<file path="config.mk">
export PLATFORM = sky130hd
export DESIGN_NAME = regfile_wb_arbiter
export DESIGN_NICKNAME = d
export VERILOG_FILES = /design/src/rtl/rv32_pkg.sv /design/src/rtl/rr_arbiter2.sv /design/src/rtl/regfile_wb_arbiter.sv
export SDC_FILE = /design/constraint.sdc
export NUM_CORES = 1
export LEC_CHECK = 0
export CAP_MARGIN = 40
export CORE_MARGIN = 8
export CORE_UTILIZATION = 48
export CTS_CLUSTER_DIAMETER = 50
export DETAILED_ROUTE_END_ITERATION = 8
export GPL_TIMING_DRIVEN = 1
export PLACE_DENSITY_LB_ADDON = 0.15
export SLEW_MARGIN = 0
export SYNTH_ARGS = -nofsm -noshare
export SYNTH_HDL_FRONTEND = slang
export SYNTH_SLANG_ARGS = --single-unit
export TNS_END_PERCENT = 5
</file>
<file path="constraint.sdc">
create_clock -name clk -period 3.43 [get_ports clk]
set_clock_uncertainty 0.15 [all_clocks]
set_input_delay 0.686 -clock clk [delete_from_list [all_inputs] [get_ports clk]]
set_output_delay 0.686 -clock clk [all_outputs]
set_load 0.05 [all_outputs]
</file>
<file path="src/rtl/rv32_pkg.sv">
// Shared RV32 core constants and the writeback source encoding used by the
// register-file write-port arbiter.
package rv32_pkg;

    localparam int XLEN       = 32;
    localparam int NREG       = 32;
    localparam int REG_ADDR_W = $clog2(NREG);

    typedef enum logic {
        WB_ALU = 1'b0,
        WB_LD  = 1'b1
    } wb_src_t;

endpackage

</file>
<file path="src/rtl/rr_arbiter2.sv">
// Two-way round-robin arbiter. Request/grant bit 0 is the ALU and bit 1 is
// the LSU. The last winner loses the next tie.
module rr_arbiter2
    import rv32_pkg::*;
(
    input  logic       clk,
    input  logic       rst_n,
    input  logic [1:0] i_req,
    output logic [1:0] o_grant
);

    wb_src_t    r_last;
    logic [1:0] w_grant;

    // Grant selection from the current requests and the previous winner
    always_comb begin
        w_grant = 2'b00;
        case (i_req)
            2'b01:   w_grant = 2'b01;
            2'b10:   w_grant = 2'b10;
            2'b11: begin
                if (r_last == WB_LD) begin
                    w_grant = 2'b01;
                end else begin
                    w_grant = 2'b10;
                end
            end
            default: w_grant = 2'b00;
        endcase
    end

    // Remember the winner; every grant is a transfer because ready follows grant
    always_ff @(posedge clk or negedge rst_n) begin
        if (!rst_n) begin
            r_last <= WB_LD;
        end else if (w_grant[0]) begin
            r_last <= WB_ALU;
        end else if (w_grant[1]) begin
            r_last <= WB_LD;
        end else begin
            r_last <= r_last;
        end
    end

    assign o_grant = w_grant;

endmodule

</file>
<file path="src/rtl/regfile_wb_arbiter.sv">
// Shares the register file write port between ALU and LSU writeback, with a
// registered write stage and a pending-write scoreboard for RAW hazard stalls.
module regfile_wb_arbiter
    import rv32_pkg::*;
(
    input  logic                  clk,
    input  logic                  reset,
    input  logic                  alu_valid,
    input  logic [REG_ADDR_W-1:0] alu_rd,
    input  logic [XLEN-1:0]       alu_data,
    output logic                  alu_ready,
    input  logic                  ld_valid,
    input  logic [REG_ADDR_W-1:0] ld_rd,
    input  logic [XLEN-1:0]       ld_data,
    output logic                  ld_ready,
    input  logic                  iss_valid,
    input  logic [REG_ADDR_W-1:0] iss_rd,
    input  logic [REG_ADDR_W-1:0] rs1_sel,
    input  logic [REG_ADDR_W-1:0] rs2_sel,
    output logic                  rs1_busy,
    output logic                  rs2_busy,
    output logic                  write_flag,
    output logic [REG_ADDR_W-1:0] write_a_select,
    output logic [XLEN-1:0]       write_a
);

    logic [1:0]            w_req;
    logic [1:0]            w_grant;
    logic                  w_xfer;
    logic [REG_ADDR_W-1:0] w_wr_rd;
    logic [XLEN-1:0]       w_wr_data;
    logic [NREG-1:0]       w_pending_nxt;

    logic                  r_write_flag;
    logic [REG_ADDR_W-1:0] r_write_sel;
    logic [XLEN-1:0]       r_write_data;
    logic [NREG-1:0]       r_pending;

    // Requests are masked while reset is held so neither ready can rise
    assign w_req = {ld_valid, alu_valid} & {2{reset}};

    rr_arbiter2 u_arb (
        .clk     (clk),
        .rst_n   (reset),
        .i_req   (w_req),
        .o_grant (w_grant)
    );

    assign alu_ready = w_grant[0];
    assign ld_ready  = w_grant[1];
    assign w_xfer    = w_grant[0] | w_grant[1];

    // Select the winning requester's destination and data
    always_comb begin
        w_wr_rd   = {REG_ADDR_W{1'b0}};
        w_wr_data = {XLEN{1'b0}};
        case (w_grant)
            2'b01: begin
                w_wr_rd   = alu_rd;
                w_wr_data = alu_data;
            end
            2'b10: begin
                w_wr_rd   = ld_rd;
                w_wr_data = ld_data;
            end
            default: begin
                w_wr_rd   = {REG_ADDR_W{1'b0}};
                w_wr_data = {XLEN{1'b0}};
            end
        endcase
    end

    // Output register stage; an x0 destination is accepted but never written
    always_ff @(posedge clk or negedge reset) begin
        if (!reset) begin
            r_write_flag <= 1'b0;
            r_write_sel  <= {REG_ADDR_W{1'b0}};
            r_write_data <= {XLEN{1'b0}};
        end else if (w_xfer) begin
            r_write_flag <= (w_wr_rd != {REG_ADDR_W{1'b0}});
            r_write_sel  <= w_wr_rd;
            r_write_data <= w_wr_data;
        end else begin
            r_write_flag <= 1'b0;
            r_write_sel  <= r_write_sel;
            r_write_data <= r_write_data;
        end
    end

    // Scoreboard next state; the issue set is applied last so it beats a same-index commit
    always_comb begin
        w_pending_nxt = r_pending;
        if (r_write_flag) begin
            w_pending_nxt[r_write_sel] = 1'b0;
        end else begin
            w_pending_nxt = r_pending;
        end
        if (iss_valid && (iss_rd != {REG_ADDR_W{1'b0}})) begin
            w_pending_nxt[iss_rd] = 1'b1;
        end else begin
            w_pending_nxt[0] = 1'b0;
        end
        w_pending_nxt[0] = 1'b0;
    end

    // Pending-write scoreboard state
    always_ff @(posedge clk or negedge reset) begin
        if (!reset) begin
            r_pending <= {NREG{1'b0}};
        end else begin
            r_pending <= w_pending_nxt;
        end
    end

    assign rs1_busy = (rs1_sel != {REG_ADDR_W{1'b0}}) ? r_pending[rs1_sel] : 1'b0;
    assign rs2_busy = (rs2_sel != {REG_ADDR_W{1'b0}}) ? r_pending[rs2_sel] : 1'b0;

    assign write_flag     = r_write_flag;
    assign write_a_select = r_write_sel;
    assign write_a        = r_write_data;

endmodule
</file>
==> metrics <==
multi-input logic area roughly 1800 um^2; Synth Register Bits 70; Global Route Usage Sum between 20% and 30%; Seq/Total Area, Yosys 47.5%; worst setup path endpoint rs1_busy; clock network latency to the later pin of the worst-skew pair between 300 and 400 ps; RR Startpoint u_arb.r_last$_DFFE_PN1P_; gpl congestion about 0.85; largest area contributor in the synthesized netlist dfrtp_1; vias per cell 5.89; postcts setup bufs 0; Worst slew margin 45.2%; Die Area approximately 11000 um^2; Stages on worst setup path 6; maximum clock path buffer count 2; Clock transition at path regs 70 ps; Std-Cell Rows 32; Synth top area share between 40% and 50%; Layout area overhead 46.3%; fin nets 607; first-pass GRT wire length 19.6 mm; Reg2Reg Setup Slack between 1000 and 1500 ps; DRC viols 0; Mean Syn Cell Area just under 10 um^2; Final Cell Area around 5400 um^2; die height between 100 and 150 um; Syn Inst Count between 300 and 400; Crit Path Class input pin to primary output; CTS H-tree depth 3; FF-to-FF path depth 6; commonest cells after routing, fill and taps aside 127 x clkdlybuf4s50_1, 99 x o21ai_0, 69 x dfrtp_1; Iteration-0 DRC Markers 164; Die W approximately 100 um; Hold Violations, Final 0; Peak Freq just under 300 MHz; post-route ant nets 0; CTS Root Cell clkbuf_8; register area about 1800 um^2; GR Overflow Total 0; max-slew violation count 0; Final Cycle Share 97.9%; Critical R2R Capture write_a[13]$_DFFE_PN0P_; num ports roughly 140; CTS tree built; dpl hpwl roughly 9.1 mm; crit-path cells clkdlybuf4s50_1, mux4_1, o22ai_2, a2111oi_1, a221o_1, buf_4; max incr delay on CP 600 ps; TritonCTS buffer count 9; Max FO, Critical Path 3; DR WL/cell 19.4 um; share of cells above drive strength 1 just over 10%; final total power around 2.2 mW; largest net degree at the start of global routing 69; Mapped Nets approximately 470; worst slew pin tran roughly 820 ps; total of max-cap violations 0; min Tclk post-route around 3400 ps; Critical Path Start rs1_sel[0]; final setup vio count 0; Req. time, crit path between 2000 and 3000 ps; initial antenna violation count 0; crit path DAT about 2500 ps; Leakage between 2 and 2.5 nW; top post-synthesis cells by area dfrtp_1 47%, o21ai_0 13%, a22oi_1 7.3%, nand2_1 4.5%, mux2i_1 3.3%; Worst setup SP type input pin; commonest non-fill, non-tap cell in the layout clkdlybuf4s50_1; overall routed net length ~12 mm; Fin Hold WS around 330 ps; share of flip-flops with an asynchronous set or reset 100%; M2 GR Usage 36.2%; PnR worst setup slack a little over 70 ps; count of cell types in the netlist 42; number of global-route vias before repair roughly 3800; crit path capture type primary output; Power Dens Cells roughly 400 nW/um^2; via count 3632; Post-Place Worst Slack about 6.4 ps; Post-synth EDFFs 0; buffers and inverters on the worst path 2; Layout Utilization between 70% and 80%; dominant synthesized flop cell dfrtp_1; Initial Utilization between 40% and 50%; number of fill cells in the layout 532; Worst Hold Class flip-flop to flip-flop; CP max-delay cell mux4_1; TritonRoute pass-1 iters 5; outcome complete, no violations; VDD IR max between 0.2 and 0.3 mV; Sink Count 70; met1 track demand over resource ~25%; Top Usage Layer GRT met2; placement-stage cell area approximately 5100 um^2; cell family with most CP delay buffers and inverters; Netlist Area Pre-Place 3690 um^2; Core Region 7570 um^2; port buffer count between 100 and 150; number of diodes 0; YS warnings 0; grt met3 use approximately 9.0%
## sequential cells by signal, summed over array words and instances, names as in the netlist
signal and cells:
r_pending 31, write_a 32, write_flag 1, u_arb.r_last 1
write_a_select 5
## Yosys cell counts, types with 3 or more instances
master,number
nand3b_1,10
buf_4,4
buf_1,3
nand3_1,7
nand2b_1,3
nand2_1,44
nor2b_1,4
dfrtp_1,69
nor2_1,5
mux2i_1,12
ha_1,3
or3b_2,3
a22oi_1,36
inv_1,5
clkbuf_1,16
o21ai_0,99
mux2_2,5
a22o_1,3
## worst min-delay path, stage by stage, from the launching register on
cell and delay, ps:
dfrtp_1 350, nand2_1 50, o21ai_0 50
## final cells by class
type                       instances  share of cell area, %
inverter                           5                  0.348
clock buffer                      10                   2.36
tap                              102                   2.36
clock inverter                     6                   1.60
timing repair buffer             150                   27.3
sequential                        70                   32.5
multi-input combinational        274                   33.6
## where the power goes
part	internal [mW]	switching, mW	leakage, nW
Sequential	0.872	0.0400	0.808
Clock	0.408	0.308	0.106
Combinational	0.233	0.301	1.12
## through the flow
stage / setup TNS, ps / instances
detailed placement: 0 / 600
CTS: 0 / 616
global placement: 0 / 600
floorplan: 0 / 376
global route: -10.4 / 617
finish: 0 / 617
## per-layer routing
layer | vias up | share of wire (%)
met2 | 169 | 50
met3 | 21 | 9.7
met5 | - | 0
met4 | 0 | 1.6
met1 | 1755 | 39
li1 | 1687 | -
## cell families after synthesis
group | after synthesis | synth area share (%)
AND/OR/NAND/NOR | 89 | 12.7
multiplexers | 25 | 8.85
AO/OA/AOI/OAI | 157 | 25.8
adder cells (fa/ha/maj) | 3 | 1.02
flip-flops | 70 | 47.5
buffers and inverters | 32 | 4.14
## worst min path at each step
stage | start | to | slack [ps] | depth (start not counted)
2_1_floorplan | reset | r_pending[10]$_DFF_PN0_ | 240 | 0
3_3_place_gp | write_a[31]$_DFFE_PN0P_ | write_a[31]$_DFFE_PN0P_ | 320 | 2
3_5_place_dp | write_a[19]$_DFFE_PN0P_ | write_a[19]$_DFFE_PN0P_ | 320 | 2
4_1_cts | reset | write_a[13]$_DFFE_PN0P_ | 3 | 1
5_1_grt | write_a[8]$_DFFE_PN0P_ | write_a[8]$_DFFE_PN0P_ | 360 | 2
6_report | write_a[19]$_DFFE_PN0P_ | write_a[19]$_DFFE_PN0P_ | 330 | 2
## timing repair
action / CTS / global route
hold buffers: 0 / 1
hold endpoints to repair: 0 / 1
setup endpoints to repair: 0 / 2
resized for setup: 0 / 9
No activity file was read; power rests on OpenSTA's default activity.
